<file path="src/rtl/fetch_queue_pkg.sv">
// Shared widths, default depth and entry layout for the fetch queue.
package fetch_queue_pkg;

  localparam int ADDR_W    = 32;
  localparam int INST_W    = 32;
  localparam int IFQ_DEPTH = 4;

  typedef struct packed {
    logic [ADDR_W-1:0] pc;
    logic [INST_W-1:0] inst;
  } fq_entry_t;

endpackage

</file>
<file path="src/rtl/fetch_queue.sv">
// Circular fetch-to-decode buffer with early stall, sticky overflow flag and
// flush-on-branch; storage lives in a plain register array.
module fetch_queue
  import fetch_queue_pkg::*;
#(
  parameter int DEPTH = IFQ_DEPTH,
  parameter int AFULL = DEPTH - 1
) (
  input  logic                       clk,
  input  logic                       rst,
  input  logic                       v_i,
  input  logic [ADDR_W-1:0]          pc_i,
  input  logic [INST_W-1:0]          inst_i,
  input  logic                       flush_i,
  output logic                       stall_o,
  output logic                       v_o,
  output logic [ADDR_W-1:0]          pc_o,
  output logic [INST_W-1:0]          inst_o,
  input  logic                       ready_i,
  output logic [$clog2(DEPTH):0]     count_o,
  output logic                       ovf_o
);

  localparam int PW = $clog2(DEPTH);
  localparam int CW = PW + 1;

  fq_entry_t       mem [DEPTH];
  logic [PW-1:0]   wptr;
  logic [PW-1:0]   rptr;
  logic [CW-1:0]   count;
  logic            ovf;
  logic            full;
  logic            push;
  logic            pop;
  logic            drop;

  // A full queue still takes a word when the head leaves in the same cycle.
  assign full    = (count == CW'(DEPTH));
  assign v_o     = (count != '0) && !flush_i;
  assign pop     = v_o && ready_i;
  assign push    = v_i && !flush_i && (!full || pop);
  assign drop    = v_i && !flush_i && full && !pop;
  assign stall_o = (count >= CW'(AFULL));
  assign pc_o    = mem[rptr].pc;
  assign inst_o  = mem[rptr].inst;
  assign count_o = count;
  assign ovf_o   = ovf;

  always_ff @(posedge clk) begin
    if (rst) begin
      wptr  <= '0;
      rptr  <= '0;
      count <= '0;
      ovf   <= 1'b0;
    end else if (flush_i) begin
      wptr  <= '0;
      rptr  <= '0;
      count <= '0;
    end else begin
      if (push) wptr <= wptr + PW'(1);
      if (pop)  rptr <= rptr + PW'(1);
      case ({push, pop})
        2'b10:   count <= count + CW'(1);
        2'b01:   count <= count - CW'(1);
        default: count <= count;
      endcase
      if (drop) ovf <= 1'b1;
    end
  end

  // Storage is deliberately left out of reset; contents only matter while v_o is high.
  always_ff @(posedge clk) begin
    if (!rst && push) mem[wptr] <= '{pc: pc_i, inst: inst_i};
  end

endmodule

</file>
<file path="config.mk">
export PLATFORM = sky130hd
export DESIGN_NAME = fetch_queue
export DESIGN_NICKNAME = d
export VERILOG_FILES = /design/src/rtl/fetch_queue_pkg.sv /design/src/rtl/fetch_queue.sv
export SDC_FILE = /design/constraint.sdc
export NUM_CORES = 1
export LEC_CHECK = 0
export CAP_MARGIN = 15
export CORE_MARGIN = 8
export CORE_UTILIZATION = 52
export CTS_CLUSTER_DIAMETER = 40
export CTS_CLUSTER_SIZE = 10
export DETAILED_ROUTE_END_ITERATION = 6
export GPL_ROUTABILITY_DRIVEN = 0
export GPL_TIMING_DRIVEN = 0
export PLACE_DENSITY_LB_ADDON = 0.05
export SETUP_SLACK_MARGIN = 0.05
export SLEW_MARGIN = 30
export SYNTH_ARGS = -nofsm -noshare
export SYNTH_HDL_FRONTEND = slang
export SYNTH_SLANG_ARGS = --single-unit
</file>
<file path="constraint.sdc">
create_clock -name clk -period 3.86 [get_ports clk]
set_clock_uncertainty 0.05 [all_clocks]
set_input_delay 0.965 -clock clk [delete_from_list [all_inputs] [get_ports clk]]
set_output_delay 0.965 -clock clk [all_outputs]
set_load 0.05 [all_outputs]
</file>
==> impl_metrics.csv, run 1 <==
group,metric,value,unit
status,outcome,"completed",
synth,synth_most_common_cell,"edfxtp_1",
clocking,cts_inserted_buffers,36,
synth,synthCells,400,
route,avgRoutedWirePerCell,22.62,um
finish,layout-drive-gt1-share,22.41,%
floorplan,die_area,23450,sq um
clocking,htreeDepth,2,
worst_setup_path,r2r-end,"mem[3][54]$_DFFE_PP_",
finish,layout.cells.non_filler,832,
finish,nets,653,
power_and_ir_drop,vdd_drop_max,0.3231,mV
route,drcViolationCount,0,
floorplan,io_pins,139,
finish,n_antenna_cell,0,
finish,stdcell_area,12680,sq um
route,ant_nets,0,
synth,netlist_top_cells_count,"edfxtp_1, mux4_2, nor2_1",
synth,ys.flop_type,"edfxtp_1",
synth,avgSynthCellArea,24.45,sq um
placed_design,portBuffers,138,
worst_setup_path,crit_type,"reg -> out",
global_route,grt_pass1_wl,29380,um
sta,setup_viol,0,
clocking,clkTransAtPathRegs,0.05,ns
worst_setup_path,r2r_cells,4,
floorplan,fp.dieW,153.1,um
sta,hold_viol,0,
route,drt_iter0_markers,241,
floorplan,core,18580,sq um
finish,finish.utilization,68.27,%
clocking,cts_buffer_depth,3,
power_and_ir_drop,p_leak,0.004251,uW
clocking,numClockSinks,266,
sta,finalCritPeriodShare,95.46,%
clocking,cts_root_buffer,"clkbuf_16",
route,via_per_inst,5.496,
floorplan,initial_utilization,52.63,%
sta,tightest_slew,0.6285,ns
synth,ys_seq_area_share,80.67,%
placed_design,dp_slack,0.1955,ns
global_route,overflow,0,
power_and_ir_drop,total_power,6398,uW
global_route,grt_pass1_vias,5258,
finish,nFillCells,1159,
synth,async_flop_share,0,%
synth,ys.warnings.count,0,
global_route,grt_max_degree,40,
worst_setup_path,r2r_slack,1.49,ns
sta,max_clock_freq,271.4,MHz
placed_design,dp_cells,776,
synth,yosys.area.top_type,"edfxtp_1",
finish,multi_input_area,1802,sq um
placed_design,hpwl,11640,um
worst_setup_path,cp.required,2.84,ns
synth,ys_ff_latch,266,
route,drtPass1Iterations,4,
worst_setup_path,regToRegStartpoint,"count_o[1]$_SDFFE_PP0P_",
synth,synthTopCellsByArea,"edfxtp_1, mux4_2, dfxtp_1",
synth,synth_cell_type_count,30,
sta,min_period,3.685,ns
finish,syn_to_final_growth,29.73,%
synth,synthesis.area,9778,sq um
clocking,cts_tree,"done",
synth,synth_edf_count,256,
clocking,ctsHoldBuffers,0,
worst_setup_path,critPathLaunchType,"register",
global_route,grt_antenna_before_repair,1,
clocking,clk_latency,0.49,ns
worst_setup_path,cp-endpoint,"pc_o[24]",
sta,post-route-worst-setup-slack,0.1751,ns
sta,max_slew_margin,58.10,%
min_path,hp-class,"reg -> reg",
sta,grt_setup_unrepaired,"false",
synth,synth_top_area_share,78.62,%
global_route,grt_usage,16.37,%
power_and_ir_drop,p_per_area,504.4,nW/um^2
job,drv_cap,0,
worst_setup_path,end_kind,"output port",
placed_design,placed_area,11560,sq um
route,num_vias,4573,
route,routed_wirelength,18820,um
worst_setup_path,crit_arrival,2.67,ns
floorplan,num_rows,50,
synth,syn_nets,474,
sta,final_max_slew_viol_count,0,
finish,register_area,7888,sq um
worst_setup_path,crit_fanout,10,
floorplan,fp.dieH,153.1,um
==> layout make-up <==
| class | instances | area share (%) |
|---|---|---|
| flip-flops and latches | 266 | 62.18 |
| multi-input cells | 111 | 14.20 |
| repair buffers | 142 | 12.10 |
| clock buffers | 45 | 7.615 |
| well taps | 234 | 2.308 |
| plain buffers | 15 | 0.7201 |
| clock inverters | 12 | 0.6609 |
| inverters | 7 | 0.2071 |
==> per-stage QoR <==
step	setup TNS (ns)	hold slack, ns
floorplan	0	0.4347
global placement	-388.37	0.4061
detailed placement	0	0.4130
CTS	0	0.4384
global route	0	0.4674
finish	0	0.4423
==> critical path, stage by stage (launching register included) <==
cell and delay (ns):
dfxtp_1 0.30, buf_2 0.31, buf_4 0.31, mux4_2 0.53, clkdlybuf4s50_1 0.72
==> per-layer routing <==
metal  vias up  part of all wire, %  GRT usage, %
li1       2047                    -             -
met4         2                  1.3         4.854
met3        23                  5.9         4.539
met1      2364                   40         19.27
met2       137                   53         28.88
met5         -                0.069             0
==> how the worst min path moves through the flow <==
| stage | cells after the start | endpoint | startpoint | slack, ns |
|---|---|---|---|---|
| after global routing | 2 | ovf_o$_SDFFE_PP0P_ | ovf_o$_SDFFE_PP0P_ | 0.47 |
| after floorplan | 2 | register | rptr[1]$_SDFFE_PP0P_ | 0.43 |
| final | 2 | ovf_o$_SDFFE_PP0P_ | ovf_o$_SDFFE_PP0P_ | 0.44 |
| after global placement | 2 | ovf_o$_SDFFE_PP0P_ | ovf_o$_SDFFE_PP0P_ | 0.41 |
| after CTS | 2 | ovf_o$_SDFFE_PP0P_ | ovf_o$_SDFFE_PP0P_ | 0.44 |
| after detailed placement | 2 | ovf_o$_SDFFE_PP0P_ | ovf_o$_SDFFE_PP0P_ | 0.41 |
==> flip-flops by register name (all words and copies together), names as in the netlist, named ones only <==
| register | count |
|---|---|
| count_o | 3 |
| mem | 256 |
| ovf_o | 1 |
| wptr | 2 |
| rptr | 2 |
==> power by group <==
group          switching (uW)  leakage [uW]  internal [uW]
Sequential               7.35       0.00239           3200
Clock                    1070      0.000511           1820
Combinational             171       0.00135            136
Total                    1250       0.00425           5150
==> timing repair <==
item / in CTS / in global routing
buffers inserted: 0 / 0
resized for setup: 13 / 24
endpoints found under the setup margin: 60 / 24
==> cells in the final DEF (no fill, tap or decap), types with 4 or more instances in the layout <==
master / n
clkbuf_1: 8
clkinv_1: 6
nor2_1: 14
and2_4: 4
buf_4: 7
clkbuf_2: 4
clkbuf_16: 37
clkdlybuf4s50_1: 113
dfxtp_1: 10
dlymetal6s2s_1: 24
mux4_2: 64
inv_1: 7
ha_1: 4
edfxtp_1: 256
==> cell families after synthesis <==
group	count (synthesis)	share of synthesized area (%)
fa+ha+maj	5	0.7166
xor+xnor	5	0.4479
simple gates	29	1.561
flops	266	80.67
buf+inv	23	1.011
compound gates	6	0.6398
mux	66	14.96
(Power assumes the default switching activity.)
==> run 2: changes to the inputs <==
Settings changed: SKIP_LAST_GASP set to 1.
==> results of run 2 <==
No change in the layout: final DEF, timing and power equal those of run 1.
==> run 3: changes to the inputs <==
--- a/constraint.sdc
+++ b/constraint.sdc
@@ -4,2 +4,2 @@
 set_output_delay 0.965 -clock clk [all_outputs]
-set_load 0.05 [all_outputs]
+set_load 0.1 [all_outputs]
==> impl_metrics.csv, run 3 (synthesized netlist as in run 1, its figures left out) <==
group,metric,value,unit
worst_setup_path,cp_cell_sequence,"clkbuf_1, buf_2, mux4_2, clkdlybuf4s15_2",
floorplan,fp.dieH,153.1,um
power_and_ir_drop,vdd_drop_max,0.3534,mV
clocking,numClockSinks,266,
sta,setup_viol,0,
finish,syn_to_final_growth,29.96,%
floorplan,io_pins,139,
finish,layout.cells.non_filler,835,
sta,hold_viol,0,
power_and_ir_drop,p_leak,0.004104,uW
route,via_per_inst,5.463,
placed_design,portBuffers,138,
status,outcome,"completed",
worst_setup_path,max_stage_delay,0.49,ns
global_route,overflow,0,
sta,max_slew_margin,31.59,%
floorplan,initial_utilization,52.63,%
finish,n_antenna_cell,0,
route,ant_nets,0,
finish,nFillCells,1199,
route,routed_wirelength,18320,um
worst_setup_path,crit_arrival,2.56,ns
worst_setup_path,cpMaxStageDelayCell,"clkdlybuf4s15_2",
floorplan,die_area,23450,sq um
worst_setup_path,regToRegStartpoint,"count_o[1]$_SDFFE_PP0P_",
min_path,worstHoldEndpoint,"ovf_o$_SDFFE_PP0P_",
route,num_vias,4562,
sta,max_clock_freq,279.7,MHz
floorplan,num_rows,50,
sta,grt_setup_unrepaired,"false",
route,avgRoutedWirePerCell,21.93,um
sta,tightest_slew,1.030,ns
finish,largest_register,"mem",
global_route,grt_usage,15.98,%
floorplan,fp.dieW,153.1,um
sta,tns,0,ns
min_path,hp-class,"reg -> reg",
worst_setup_path,r2r_cells,4,
placed_design,dp_cells,776,
power_and_ir_drop,total_power,6598,uW
clocking,cts_setup_buffers,0,
power_and_ir_drop,p_per_area,519.3,nW/um^2
clocking,cts_inserted_buffers,37,
worst_setup_path,r2r-end,"mem[1][62]$_DFFE_PP_",
route,drcViolationCount,0,
global_route,grt_pass1_wl,28810,um
route,drtPass1Iterations,4,
clocking,ctsHoldBuffers,0,
sta,whs,0.4466,ns
placed_design,hpwl,11300,um
worst_setup_path,r2r_slack,1.58,ns
sta,min_period,3.575,ns
sta,final_max_slew_viol_count,0,
clocking,clkTransAtPathRegs,0.05,ns
job,drv_cap,0,
global_route,grt_max_degree,38,
worst_setup_path,crit_type,"reg -> out",
finish,nets,655,
clocking,cts_tree,"done",
clocking,cts_root_buffer,"clkbuf_16",
clocking,htreeDepth,2,
route,drt_iter0_markers,276,
worst_setup_path,end_kind,"output port",
min_path,hold_depth,2,
clocking,clk_latency,0.49,ns
placed_design,placed_area,11530,sq um
finish,mostFrequentLayoutCell,"edfxtp_1",
finish,stdcell_area,12710,sq um
finish,largest_register_ffs,256,
worst_setup_path,crit_fanout,10,
finish,layout-drive-gt1-share,33.28,%
worst_setup_path,critPathLaunchType,"register",
min_path,holdCritStartpoint,"ovf_o$_SDFFE_PP0P_",
global_route,grt_antenna_before_repair,0,
finish,most-common-layout-cells,"edfxtp_1, clkdlybuf4s50_1, mux4_2, clkdlybuf4s15_2, clkbuf_16",
clocking,cts_buffer_depth,3,
floorplan,core,18580,sq um
worst_setup_path,cp.required,2.84,ns
global_route,grt_pass1_vias,5249,
sta,finalCritPeriodShare,92.62,%
[run 3: worst max-delay path: cells and delay by family, from the launching register on]
family / cells / cell delay [ns]
multiplexers: 1 / 0.38
buffers and inverters: 3 / 1.38
flip-flops: 1 / 0.31
[run 3: metrics by stage]
stage	util (%)	worst slack, ns
5_1_grt	68.39	0.1260
2_1_floorplan	-	0.1954
6_report	68.39	0.2850
3_5_place_dp	62.07	-0.1038
3_3_place_gp	61.64	-1.532
4_1_cts	68.36	-0.002382
[run 3: worst max-delay path by stage]
stage | slack, ns | depth (start not counted) | to | start
after floorplan | 0.20 | 3 | stall_o | count_o[0]$_SDFFE_PP0P_
after global placement | -1.53 | 4 | mem[0][36]$_DFFE_PP_ | v_i
after detailed placement | -0.10 | 4 | pc_o[25] | register
after CTS | -0.002 | 4 | pc_o[1] | register
after global routing | 0.13 | 4 | pc_o[25] | register
final | 0.29 | 4 | pc_o[8] | register
[run 3: where the power goes]
part / switching [uW] / total (uW) / internal, uW
logic: 261 / 389 / 128
registers: 7.06 / 3200 / 3200
clock network: 1100 / 3010 / 1910
[run 3: cell type report]
class	instances	area, sq um	area share, %
flip-flops and latches	266	7888	62.07
multi-input cells	111	1802	14.18
repair buffers	142	1520	11.96
clock buffers	45	975.9	7.680
well taps	234	292.8	2.304
clock inverters	14	122.6	0.9649
plain buffers	16	80.08	0.6302
inverters	7	26.28	0.2068
[run 3: repair_timing]
item | CTS | global route
resized for setup | 183 | 8
setup endpoints to repair | 63 | 39
pin swaps | 0 | 0
[run 3: layer usage]
| metal | share of wire (%) | GRT usage (%) | wire (um) | vias up |
|---|---|---|---|---|
| li1 | - | - | - | 2050 |
| met1 | 41 | 19.38 | 7525 | 2336 |
| met2 | 50 | 26.52 | 9069 | 142 |
| met3 | 7.4 | 5.610 | 1360 | 34 |
| met4 | 2.0 | 5.042 | 360 | 0 |
| met5 | 0 | 0 | 0 | - |
